===== config.mk =====
export PLATFORM = sky130hd
export DESIGN_NAME = draw_enemy
export DESIGN_NICKNAME = d
export VERILOG_FILES = /design/src/rtl/draw_enemy_pkg.sv /design/src/rtl/enemy_rom.sv /design/src/rtl/draw_enemy.sv
export SDC_FILE = /design/constraint.sdc
export NUM_CORES = 1
export LEC_CHECK = 0
export ABC_AREA = 1
export CORE_MARGIN = 1.5
export CORE_UTILIZATION = 30
export DETAILED_ROUTE_END_ITERATION = 8
export GPL_TIMING_DRIVEN = 0
export SKIP_LAST_GASP = 1
export SYNTH_ARGS = -nofsm -noshare
export SYNTH_HDL_FRONTEND = slang
export SYNTH_SLANG_ARGS = --single-unit

===== constraint.sdc =====
create_clock -name pclk -period 6.35 [get_ports pclk]
set_input_delay 0.635 -clock pclk [delete_from_list [all_inputs] [get_ports pclk]]
set_output_delay 0.635 -clock pclk [all_outputs]
set_load 0.05 [all_outputs]

===== src/rtl/draw_enemy_pkg.sv =====
// ============================================================================
//  Module   : draw_enemy_pkg
//  Purpose  : Shared VGA constants, colour type and timing bundle for draw_enemy.
//  Revision : 1.0
// ============================================================================
`default_nettype none

package draw_enemy_pkg;

    localparam int H_VISIBLE = 800;
    localparam int V_VISIBLE = 600;
    localparam int COLOR_W   = 12;
    localparam int CNT_W     = 11;
    localparam int POS_W     = 12;

    localparam logic [COLOR_W-1:0] KEY_COLOR_DEFAULT = 12'h000;

    typedef logic [COLOR_W-1:0] rgb_t;

    typedef struct packed {
        logic [CNT_W-1:0] hcount;
        logic [CNT_W-1:0] vcount;
        logic             hsync;
        logic             vsync;
        logic             hblnk;
        logic             vblnk;
    } vga_timing_t;

    // Texel generator: solid body with one key-coloured (transparent) hole.
    function automatic rgb_t sprite_texel(input logic is_hole, input rgb_t body, input rgb_t key);
        return is_hole ? key : body;
    endfunction

endpackage

`default_nettype wire


===== src/rtl/enemy_rom.sv =====
// ============================================================================
//  Module   : enemy_rom
//  Purpose  : Enemy sprite store, synchronous read with 1-cycle latency.
//  Revision : 1.0
// ============================================================================
`default_nettype none

module enemy_rom
    import draw_enemy_pkg::*;
#(
    parameter int   WIDTH      = 32,
    parameter int   HEIGHT     = 32,
    parameter int   ADDR_W     = $clog2(WIDTH) + $clog2(HEIGHT),
    parameter rgb_t BODY_COLOR = 12'hF00,
    parameter rgb_t KEY_COLOR  = KEY_COLOR_DEFAULT
) (
    input  logic              clk,
    input  logic [ADDR_W-1:0] addr,
    output rgb_t              data
);

    // Address layout is {row, col}, so row*WIDTH+col selects the centre texel.
    localparam logic [ADDR_W-1:0] c_HOLE_ADDR = ADDR_W'((HEIGHT / 2) * WIDTH + (WIDTH / 2));

    rgb_t r_data_q;
    rgb_t w_data_d;

    always_comb begin
        w_data_d = sprite_texel(addr == c_HOLE_ADDR, BODY_COLOR, KEY_COLOR);
    end

    always_ff @(posedge clk) begin
        r_data_q <= w_data_d;
    end

    assign data = r_data_q;

endmodule

`default_nettype wire


===== src/rtl/draw_enemy.sv =====
// ============================================================================
//  Module   : draw_enemy
//  Purpose  : Composites a frame-latched enemy sprite over the VGA stream
//             (2-cycle latency). Optional ENEMY_HIT_EN adds hit_in/dead.
//  Revision : 1.0
// ============================================================================
`default_nettype none

module draw_enemy
    import draw_enemy_pkg::*;
#(
    parameter int   WIDTH     = 32,
    parameter int   HEIGHT    = 32,
    parameter rgb_t KEY_COLOR = KEY_COLOR_DEFAULT
) (
    input  logic             pclk,
    input  logic             rst,
`ifdef ENEMY_HIT_EN
    input  logic             hit_in,
    output logic             dead,
`endif
    input  logic [CNT_W-1:0] hcount_in,
    input  logic [CNT_W-1:0] vcount_in,
    input  logic             hsync_in,
    input  logic             vsync_in,
    input  logic             hblnk_in,
    input  logic             vblnk_in,
    input  rgb_t             rgb_in,
    input  logic [POS_W-1:0] xpos,
    input  logic [POS_W-1:0] ypos,
    input  logic             on,
    output logic [CNT_W-1:0] hcount_out,
    output logic [CNT_W-1:0] vcount_out,
    output logic             hsync_out,
    output logic             vsync_out,
    output logic             hblnk_out,
    output logic             vblnk_out,
    output rgb_t             rgb_out
);

    localparam int c_COL_W  = $clog2(WIDTH);
    localparam int c_ROW_W  = $clog2(HEIGHT);
    localparam int c_ADDR_W = c_COL_W + c_ROW_W;

    logic             r_vblnk_prev_q;
    logic [POS_W-1:0] r_x_q, w_x_d, r_y_q, w_y_d;
    logic             r_on_q, w_on_d;
    logic             w_vblnk_rise;
    logic             w_dead_mask;

    vga_timing_t      w_tim_in, r_tim1_q, r_tim2_q;
    rgb_t             r_rgb1_q, r_rgb2_q, w_rgb2_d;
    logic             r_inside_q, w_inside_d;

    logic [12:0]        w_h13, w_v13, w_x_lo, w_x_hi, w_y_lo, w_y_hi;
    logic               w_in_h, w_in_v;
    logic [c_COL_W-1:0] w_col;
    logic [c_ROW_W-1:0] w_row;
    rgb_t               w_rom_data;

    // Position/visibility only change at the start of vertical blanking.
    always_comb begin
        w_vblnk_rise = vblnk_in & ~r_vblnk_prev_q;
        w_x_d        = w_vblnk_rise ? xpos : r_x_q;
        w_y_d        = w_vblnk_rise ? ypos : r_y_q;
        w_on_d       = w_vblnk_rise ? on   : r_on_q;
    end

`ifdef ENEMY_HIT_EN
    logic r_dead_q, w_dead_d;
    logic r_on_prev_q, r_on_rose_q, w_on_rose_d, w_on_rise;

    always_comb begin
        w_on_rise   = on & ~r_on_prev_q;
        w_dead_d    = r_dead_q;
        w_on_rose_d = r_on_rose_q;
        if (hit_in && r_on_q) begin
            w_dead_d = 1'b1;
        end else if (w_vblnk_rise && (r_on_rose_q || w_on_rise)) begin
            w_dead_d = 1'b0;
        end
        if (w_vblnk_rise) begin
            w_on_rose_d = 1'b0;
        end else if (w_on_rise) begin
            w_on_rose_d = 1'b1;
        end
    end

    always_ff @(posedge pclk or negedge rst) begin
        if (!rst) begin
            r_dead_q    <= 1'b0;
            r_on_prev_q <= 1'b0;
            r_on_rose_q <= 1'b0;
        end else begin
            r_dead_q    <= w_dead_d;
            r_on_prev_q <= on;
            r_on_rose_q <= w_on_rose_d;
        end
    end

    assign dead        = r_dead_q;
    assign w_dead_mask = r_dead_q;
`else
    assign w_dead_mask = 1'b0;
`endif

    // 13-bit compares keep x+WIDTH-1 from wrapping back to column/row 0.
    always_comb begin
        w_h13      = {2'b00, hcount_in};
        w_v13      = {2'b00, vcount_in};
        w_x_lo     = {1'b0, r_x_q};
        w_y_lo     = {1'b0, r_y_q};
        w_x_hi     = w_x_lo + 13'(WIDTH - 1);
        w_y_hi     = w_y_lo + 13'(HEIGHT - 1);
        w_in_h     = (w_h13 >= w_x_lo) && (w_h13 <= w_x_hi) && (hcount_in < CNT_W'(H_VISIBLE));
        w_in_v     = (w_v13 >= w_y_lo) && (w_v13 <= w_y_hi) && (vcount_in < CNT_W'(V_VISIBLE));
        w_inside_d = r_on_q && w_in_h && w_in_v && !w_dead_mask;
        w_col      = c_COL_W'(hcount_in) - c_COL_W'(r_x_q);
        w_row      = c_ROW_W'(vcount_in) - c_ROW_W'(r_y_q);
        w_tim_in   = '{hcount: hcount_in, vcount: vcount_in, hsync: hsync_in,
                       vsync: vsync_in, hblnk: hblnk_in, vblnk: vblnk_in};
    end

    enemy_rom #(
        .WIDTH     (WIDTH),
        .HEIGHT    (HEIGHT),
        .ADDR_W    (c_ADDR_W),
        .BODY_COLOR(12'hF00),
        .KEY_COLOR (KEY_COLOR)
    ) u_rom (
        .clk (pclk),
        .addr({w_row, w_col}),
        .data(w_rom_data)
    );

    always_comb begin
        w_rgb2_d = r_rgb1_q;
        if (r_inside_q && (w_rom_data != KEY_COLOR)) begin
            w_rgb2_d = w_rom_data;
        end
        if (r_tim1_q.hblnk || r_tim1_q.vblnk) begin
            w_rgb2_d = '0;
        end
    end

    always_ff @(posedge pclk or negedge rst) begin
        if (!rst) begin
            r_vblnk_prev_q <= 1'b0;
            r_x_q          <= '0;
            r_y_q          <= '0;
            r_on_q         <= 1'b0;
            r_tim1_q       <= '0;
            r_tim2_q       <= '0;
            r_rgb1_q       <= '0;
            r_rgb2_q       <= '0;
            r_inside_q     <= 1'b0;
        end else begin
            r_vblnk_prev_q <= vblnk_in;
            r_x_q          <= w_x_d;
            r_y_q          <= w_y_d;
            r_on_q         <= w_on_d;
            r_tim1_q       <= w_tim_in;
            r_tim2_q       <= r_tim1_q;
            r_rgb1_q       <= rgb_in;
            r_rgb2_q       <= w_rgb2_d;
            r_inside_q     <= w_inside_d;
        end
    end

    assign hcount_out = r_tim2_q.hcount;
    assign vcount_out = r_tim2_q.vcount;
    assign hsync_out  = r_tim2_q.hsync;
    assign vsync_out  = r_tim2_q.vsync;
    assign hblnk_out  = r_tim2_q.hblnk;
    assign vblnk_out  = r_tim2_q.vblnk;
    assign rgb_out    = r_rgb2_q;

endmodule

`default_nettype wire


==> summary.txt, run 1 <==
Floorplanning
  • Die Ht: between 100 and 150 um
  • Total core area: approximately 15,000 um2
  • Site Rows: 45
  • Initial Util: 0.308
  • Io pins: around 100
  • Die X-Extent: between 100 and 150 um
  • DIE AREA: 16,400 um2

CTS
  • Number of CTS-inserted buffers: 9
  • Post-CTS Setup Inserts: 0
  • Root buffer cell: clkbuf_16
  • Skew-Pair Late Insertion Delay: 340 ps
  • Hold Buf Count CTS: 0
  • CTS resizes: 0
  • Reg clk slew, reported paths: roughly 70 ps
  • CTS sink cnt: around 100
  • H-tree levels: 3
  • Clock tree buffer depth: 2
  • CTS tree: done

Placement
  • Dpl hpwl: roughly 8 mm
  • GPL Wtd Cong: 0.827
  • Placed Cells: about 760
  • Dpl ws: ~3600 ps
  • Number of buffers added on ports: 102

Detailed routing
  • Vias/cell: around 4.5
  • DRC Markers: 0
  • DRT antenna net count: 0
  • Drt pass-1 iters: 4
  • Drt first-iter violations: 200
  • Drt total wl: 10.2 mm
  • Avg WL per Cell: around 13 um
  • Total number of vias: about 3,500

Setup path
  • Path depth of the worst reg2reg path: 16
  • RR Endpoint: r_inside_q
  • Maximum fanout along the worst path: 4
  • Slowest cell on crit path: dfrtp_1
  • Most frequent CP cell: nor2_1
  • Startpoint Class: flip-flop
  • Critical path class: reg2reg
  • CP bufs+invs: 1
  • CP peak stage delay: between 400 and 500 ps
  • Arrival time worst endpoint: between 2000 and 3000 ps
  • Crit path required time: approximately 6600 ps
  • CP Capture Type: flip-flop
  • Crit-path cells: inv_1 > ha_1 > nand2_2 > nor2_2 > nand2_4 > nand4_1 > xor2_1 > ha_1 > nand2_1 > nor2_1 > nand2_1 > nor4_1 > nor2_1 > nand3b_1 > nand3_1 > nor2_1
  • Setup slack, reg-to-reg: approximately 3800 ps
  • Critical path's top delay family: simple AND/OR/NAND/NOR gates
  • R2r startpoint: r_y_q[0]

Logic synthesis
  • Area leader, netlist: dfrtp_1
  • Synth Instances: about 470
  • Commonest cells post-synth: dfrtp_1 (102), nand2_1 (71), nor2_1 (59)
  • Synthesis-stage register bit count: around 100
  • Post-synth top area share: 0.545
  • Post-Syn Area: between 4000 and 5000 um2
  • Most used DFF post-synth: dfrtp_1
  • Synth unique cells: 37
  • Top-count cell post-synth: dfrtp_1
  • EDFF count, synth: 0
  • Sequential area share after synthesis: 0.549
  • Synth area leaders: dfrtp_1 (55%), ha_1 (12%), nand2_1 (5.7%)
  • Synth Area per Inst: 10.0 um2
  • Count of yosys warnings during synthesis: 0
  • Post-synthesis async set-or-reset flop share: 0.990
  • Syn nets: ~580

Power
  • VDD IR-drop max: roughly 0.00012 V
  • Pleak: 3.03 nW
  • Power per cell area: about 260 nW/um2

STA
  • Worst Skew: about 7 ps
  • Least-Margin Pin Slew: roughly 550 ps
  • Setup TNS: 0 ps
  • Worst rel slew slack: 0.633
  • Final WS setup: about 3800 ps
  • Fin crit period: roughly 2500 ps
  • Fin. Hold Viols: 0
  • RSZ-0062 raised after global routing: no
  • Final worst path period share: 0.396
  • Final Setup Violations: 0
  • Max Fclk: 398 MHz
  • Final slew viol count: 0
  • Hold slack: roughly 280 ps

Cells and area
  • # diodes: 0
  • Area added between synthesis and finish: 33.8%
  • Nets: 693
  • Final Non-Filler Cells: ~770
  • Fraction of layout cells with a size suffix above 1: 0.0512

Worst hold path
  • HP Class: in2async

Global route
  • Largest net degree at the start of global routing: 62
  • Number of global-route vias before repair: 3,434
  • Overflow after GRT: 0
  • Antenna violations before repair: 0
  • Global-route wire length before repair: 16.9 mm
  • GRT Total Usage: 0.133

Run status
  • Outcome: finished clean

Job
  • Max Cap Viol: 0
## final cells by class
type	instances	area, um2
repair buffers	103	1050
well taps	188	235
inverters	52	195
plain buffers	5	22.5
clock inverters	4	55.1
fillers	1469	8940
multi-input cells	307	1890
clock buffers	12	246
flip-flops and latches	103	2570
## worst max-delay path by stage
stage	end	slack, ps	startpoint	cells past startpoint
after floorplan	r_inside_q	4220	r_y_q[0]	16
after global placement	r_tim1_q[25]	970	rst	1
after detailed placement	r_inside_q	3650	vcount_in[0]	9
after CTS	r_inside_q	3820	r_y_q[0]	16
after global routing	r_inside_q	3560	r_y_q[0]	16
final	r_inside_q	3840	r_y_q[0]	16
## power breakdown
part	internal, mW	total (mW)	switching, mW
registers	0.699	0.725	0.0256
logic	0.155	0.375	0.220
clock network	0.318	0.558	0.240
## sequential cells by signal, indices dropped and copies added, names as in the netlist, 11 cells and up
register and cells:
r_y_q 12, rgb_out 12, r_x_q 12, r_rgb1_q 12, r_tim1_q 26, hcount_out 11
vcount_out 11
## routing by layer
layer	wire length, um	part of all wire	GRT usage
met1	4970	0.49	0.182
met3	480	0.047	0.0376
met2	4690	0.46	0.207
met4	104	0.010	0.0357
met5	0	0	0
## through the flow
stage                util  total power, mW  area [um2]
detailed placement  0.392             1.11        5960
CTS                 0.412             1.68        6270
global route        0.412             1.76        6270
floorplan               -            0.970        4680
global placement    0.391             1.10        5940
finish              0.412             1.66        6270
## worst reg2reg max path: cells and delay by family, from the launching register on
family / cells / cell delay, ps
AND/OR/NAND/NOR: 12 / 1250
XOR/XNOR: 1 / 80
buffers and inverters: 1 / 160
flip-flops: 1 / 440
adder cells (fa/ha/maj): 2 / 520
## logic make-up (layout without fill, tap and decap cells)
kind of cell	count (synthesis)	in the layout	synth area share
AOI/OAI and AO/OA	67	67	0.0804
DFF	103	103	0.549
and+or+nand+nor	174	174	0.161
buffers and inverters	57	176	0.0465
adders and majority gates	47	47	0.127
xor gates and xnor gates	18	18	0.0337
muxes	1	1	0.00240
## cells in the final DEF (no fill, tap or decap), drive strengths merged, types with 2 or more instances in the layout
master	instances
a21o	2
a21oi	41
buf	5
clkbuf	14
clkdlybuf4s50	101
clkinv	2
dfrtp	102
ha	46
inv	52
nand2	74
nand3	18
nand4	8
nor2	63
nor3	6
nor4	2
o21a	2
o21ai	11
o21bai	4
xnor2	2
xor2	16
No activity file was read; power rests on OpenSTA's default activity.
==> run 2: changes to the inputs <==
==> constraint.sdc (replaced) <==
create_clock -name pclk -period 2.3 [get_ports pclk]
set_input_delay 0.23 -clock pclk [delete_from_list [all_inputs] [get_ports pclk]]
set_output_delay 0.23 -clock pclk [all_outputs]
set_load 0.05 [all_outputs]
==> run 2 against run 1 <==
Net effect:
- die area did not move
- non-clock buffer count rose by 7
- via count rose by 1.1%
- count of clock-buffer cells in the layout did not move
- design area rose by 1.7%
- clock skew barely moved
- worst setup slack got worse by 3800 ps
- clock power rose to 2.8 times the previous value
- worst hold slack improved by 51 ps
- sequential power rose to 2.8 times the previous value
- global-route usage rose by 0.11 points
==> summary.txt, run 2 (synthesis results as in run 1) <==
Run status
  • Outcome: finished clean

Setup path
  • Maximum fanout along the worst path: 4 (unchanged)
  • Crit path required time: 2570 ps (-4050 ps)
  • Startpoint Class: flip-flop
  • Slowest cell on crit path: dfrtp_1
  • RR Endpoint: r_inside_q
  • Crit-path cells: inv_2 > ha_4 > nand2_2 > nor2_4 > nand2_4 > nand4_1 > xor2_1 > ha_1 > nand2_1 > nor2_2 > nand2_1 > nor4_2 > nor2_1 > nand3b_1 > nand3_1 > nor2_1
  • Worst path depth: 16 (unchanged)
  • CP bufs+invs: 1 (unchanged)
  • Arrival time worst endpoint: 2570 ps (-210 ps)
  • CP Capture Type: flip-flop
  • R2r startpoint: r_y_q[0]
  • CP peak stage delay: 390 ps (-50 ps)
  • Critical path origin: r_y_q[0]
  • Path depth of the worst reg2reg path: 16 (unchanged)
  • Setup crit end: r_inside_q
  • Setup slack, reg-to-reg: 5 ps (-3830 ps)
  • Critical path's top delay family: simple AND/OR/NAND/NOR gates
  • Critical path class: reg2reg

STA
  • Worst Skew: 7.55 ps (+0.354 ps)
  • Least-Margin Pin Slew: 555 ps (+3.80 ps)
  • RSZ-0062 raised after global routing: yes
  • Final Setup Violations: 0 (unchanged)
  • Fin. Hold Viols: 0 (unchanged)
  • Setup TNS: 0 ps (unchanged)
  • Final worst path period share: 0.998 (+0.602)
  • Hold slack: 327 ps (+51.3 ps)
  • Final WS setup: 5.38 ps (-3830 ps)
  • Worst rel slew slack: 0.630 (-0.00254)
  • Final slew viol count: 0 (unchanged)
  • Max Fclk: 436 MHz (+9.5%)
  • Fin crit period: 2290 ps (-219 ps)

Floorplanning
  • Io pins: 103 (unchanged)
  • Total core area: 15,200 um2 (unchanged)
  • Site Rows: 45 (unchanged)
  • Die Ht: 128 um (unchanged)
  • Initial Util: 0.308 (unchanged)
  • Die X-Extent: 128 um (unchanged)
  • DIE AREA: 16,400 um2 (unchanged)

Cells and area
  • Most frequent cells in the layout: dfrtp_1 (102), clkdlybuf4s50_1 (101), nand2_1 (71), nor2_1 (58), inv_1 (47)
  • Commonest non-fill, non-tap cell in the layout: dfrtp_1
  • Most flops, register: r_tim1_q
  • Area added between synthesis and finish: 36.0%
  • Area of the multi-input gates: 1940 um2 (+2.6%)
  • Fillers: 1,459 (-0.68%)
  • Nets: 700 (+1.0%)
  • Register area: 2570 um2 (unchanged)
  • Fraction of layout cells with a size suffix above 1: 0.0809 (+0.0297)
  • Max reg flops: 26 (unchanged)
  • # diodes: 0 (unchanged)

CTS
  • CTS sink cnt: 103 (unchanged)
  • Root buffer cell: clkbuf_16
  • CTS tree: done
  • Reg clk slew, reported paths: 70 ps (about the same)
  • H-tree levels: 3 (unchanged)
  • Skew-Pair Late Insertion Delay: 340 ps (about the same)
  • Clock tree buffer depth: 2 (unchanged)
  • Number of CTS-inserted buffers: 9 (unchanged)

Global route
  • Antenna violations before repair: 0 (unchanged)
  • Global-route wire length before repair: 17.0 mm (+0.69%)
  • GRT Total Usage: 0.134 (+0.00108)
  • Number of global-route vias before repair: 3,449 (+0.44%)
  • Largest net degree at the start of global routing: 62 (unchanged)
  • Overflow after GRT: 0 (unchanged)

Detailed routing
  • Drt first-iter violations: 170 (-15%)
  • DRT antenna net count: 0 (unchanged)
  • Drt total wl: 10.5 mm (+2.2%)
  • Drt pass-1 iters: 4 (unchanged)
  • Avg WL per Cell: 13.4 um (+1.3%)
  • Vias/cell: 4.49 (+0.22%)
  • Total number of vias: 3,507 (+1.1%)
  • DRC Markers: 0 (unchanged)

Placement
  • Number of buffers added on ports: 102 (unchanged)
  • Dpl hpwl: 8.15 mm (unchanged)
  • Dpl ws: -201 ps (-3850 ps)
  • GPL Wtd Cong: 0.827 (unchanged)

Power
  • Clk network pwr share: 0.333 (-0.004)
  • Internal power: 3.26 mW (+180%)
  • Pleak: 3.06 nW (+0.97%)
  • Sw Pwr: 1.37 mW (+180%)
  • VDD IR-drop max: 0.000341 V (+180%)
  • Switching Fraction: 0.296 (+0.00299)
  • Power per cell area: 727 nW/um2 (+170%)
  • Flop pwr share: 0.432 (-0.005)
  • Tot Pwr: 4.63 mW (+180%)
  • Comb pwr share: 0.235 (+0.009)

Job
  • Max Cap Viol: 0 (unchanged)

Worst hold path
  • HP Class: in2reg
[run 2: cell types whose count changed in the layout (fill, tap and decap cells not counted), sizes merged]
cell,delta
buf,+6
dlygate4sd3,+1
[run 2: how the worst min path moves through the flow]
stage                     cells past startpoint         start             to
after global placement                        0  r_tim1_q[10]  vcount_out[6]
after detailed placement                      1           rst  vcount_out[4]
after global routing                          1      hsync_in    r_tim1_q[3]
after floorplan                               0           rst      hblnk_out
after CTS                                     1      hsync_in    r_tim1_q[3]
final                                         1      hsync_in    r_tim1_q[3]
[run 2: metal layers]
| metal | track usage | vias up | share of wire |
|---|---|---|---|
| li1 | - | 1763 | - |
| met1 | 0.183 | 1657 | 0.48 |
| met2 | 0.210 | 79 | 0.46 |
| met3 | 0.0376 | 8 | 0.048 |
| met4 | 0.0357 | 0 | 0.012 |
| met5 | 0 | - | 0 |
[run 2: cell type report]
cell class,count,area share
clock inverter,4,0.00864
tap,188,0.0369
sequential,103,0.404
inverter,52,0.0306
buffer,5,0.00354
clock buffer,12,0.0387
multi-input combinational,307,0.305
timing repair buffer,110,0.173
[run 2: power by group through the flow]
stage	combinational, mW	clock, mW	sequential [mW]
6_report	1.09	1.54	2.00
5_1_grt	1.22	1.67	2.02
4_1_cts	1.07	1.60	2.00
3_5_place_dp	1.04	0	2.04
3_3_place_gp	1.01	0	2.03
2_1_floorplan	0.541	0	2.14
[run 2: what timing repair did]
action / in CTS / in global routing
pin swaps: 1 / 4
buffers inserted: 2 / 4
hold buffers: 1 / 0
endpoints found under the hold margin: 41 / 0
setup endpoints to repair: 1 / 1
resized for setup: 11 / 6
[run 2: metrics by stage]
| step | area, um2 | instances | utilization |
|---|---|---|---|
| 4_1_cts | 6320 | 777 | 0.416 |
| 5_1_grt | 6370 | 781 | 0.419 |
| 6_report | 6370 | 781 | 0.419 |
| 3_3_place_gp | 5940 | 757 | 0.391 |
| 2_1_floorplan | 4680 | 467 | - |
| 3_5_place_dp | 5960 | 758 | 0.392 |
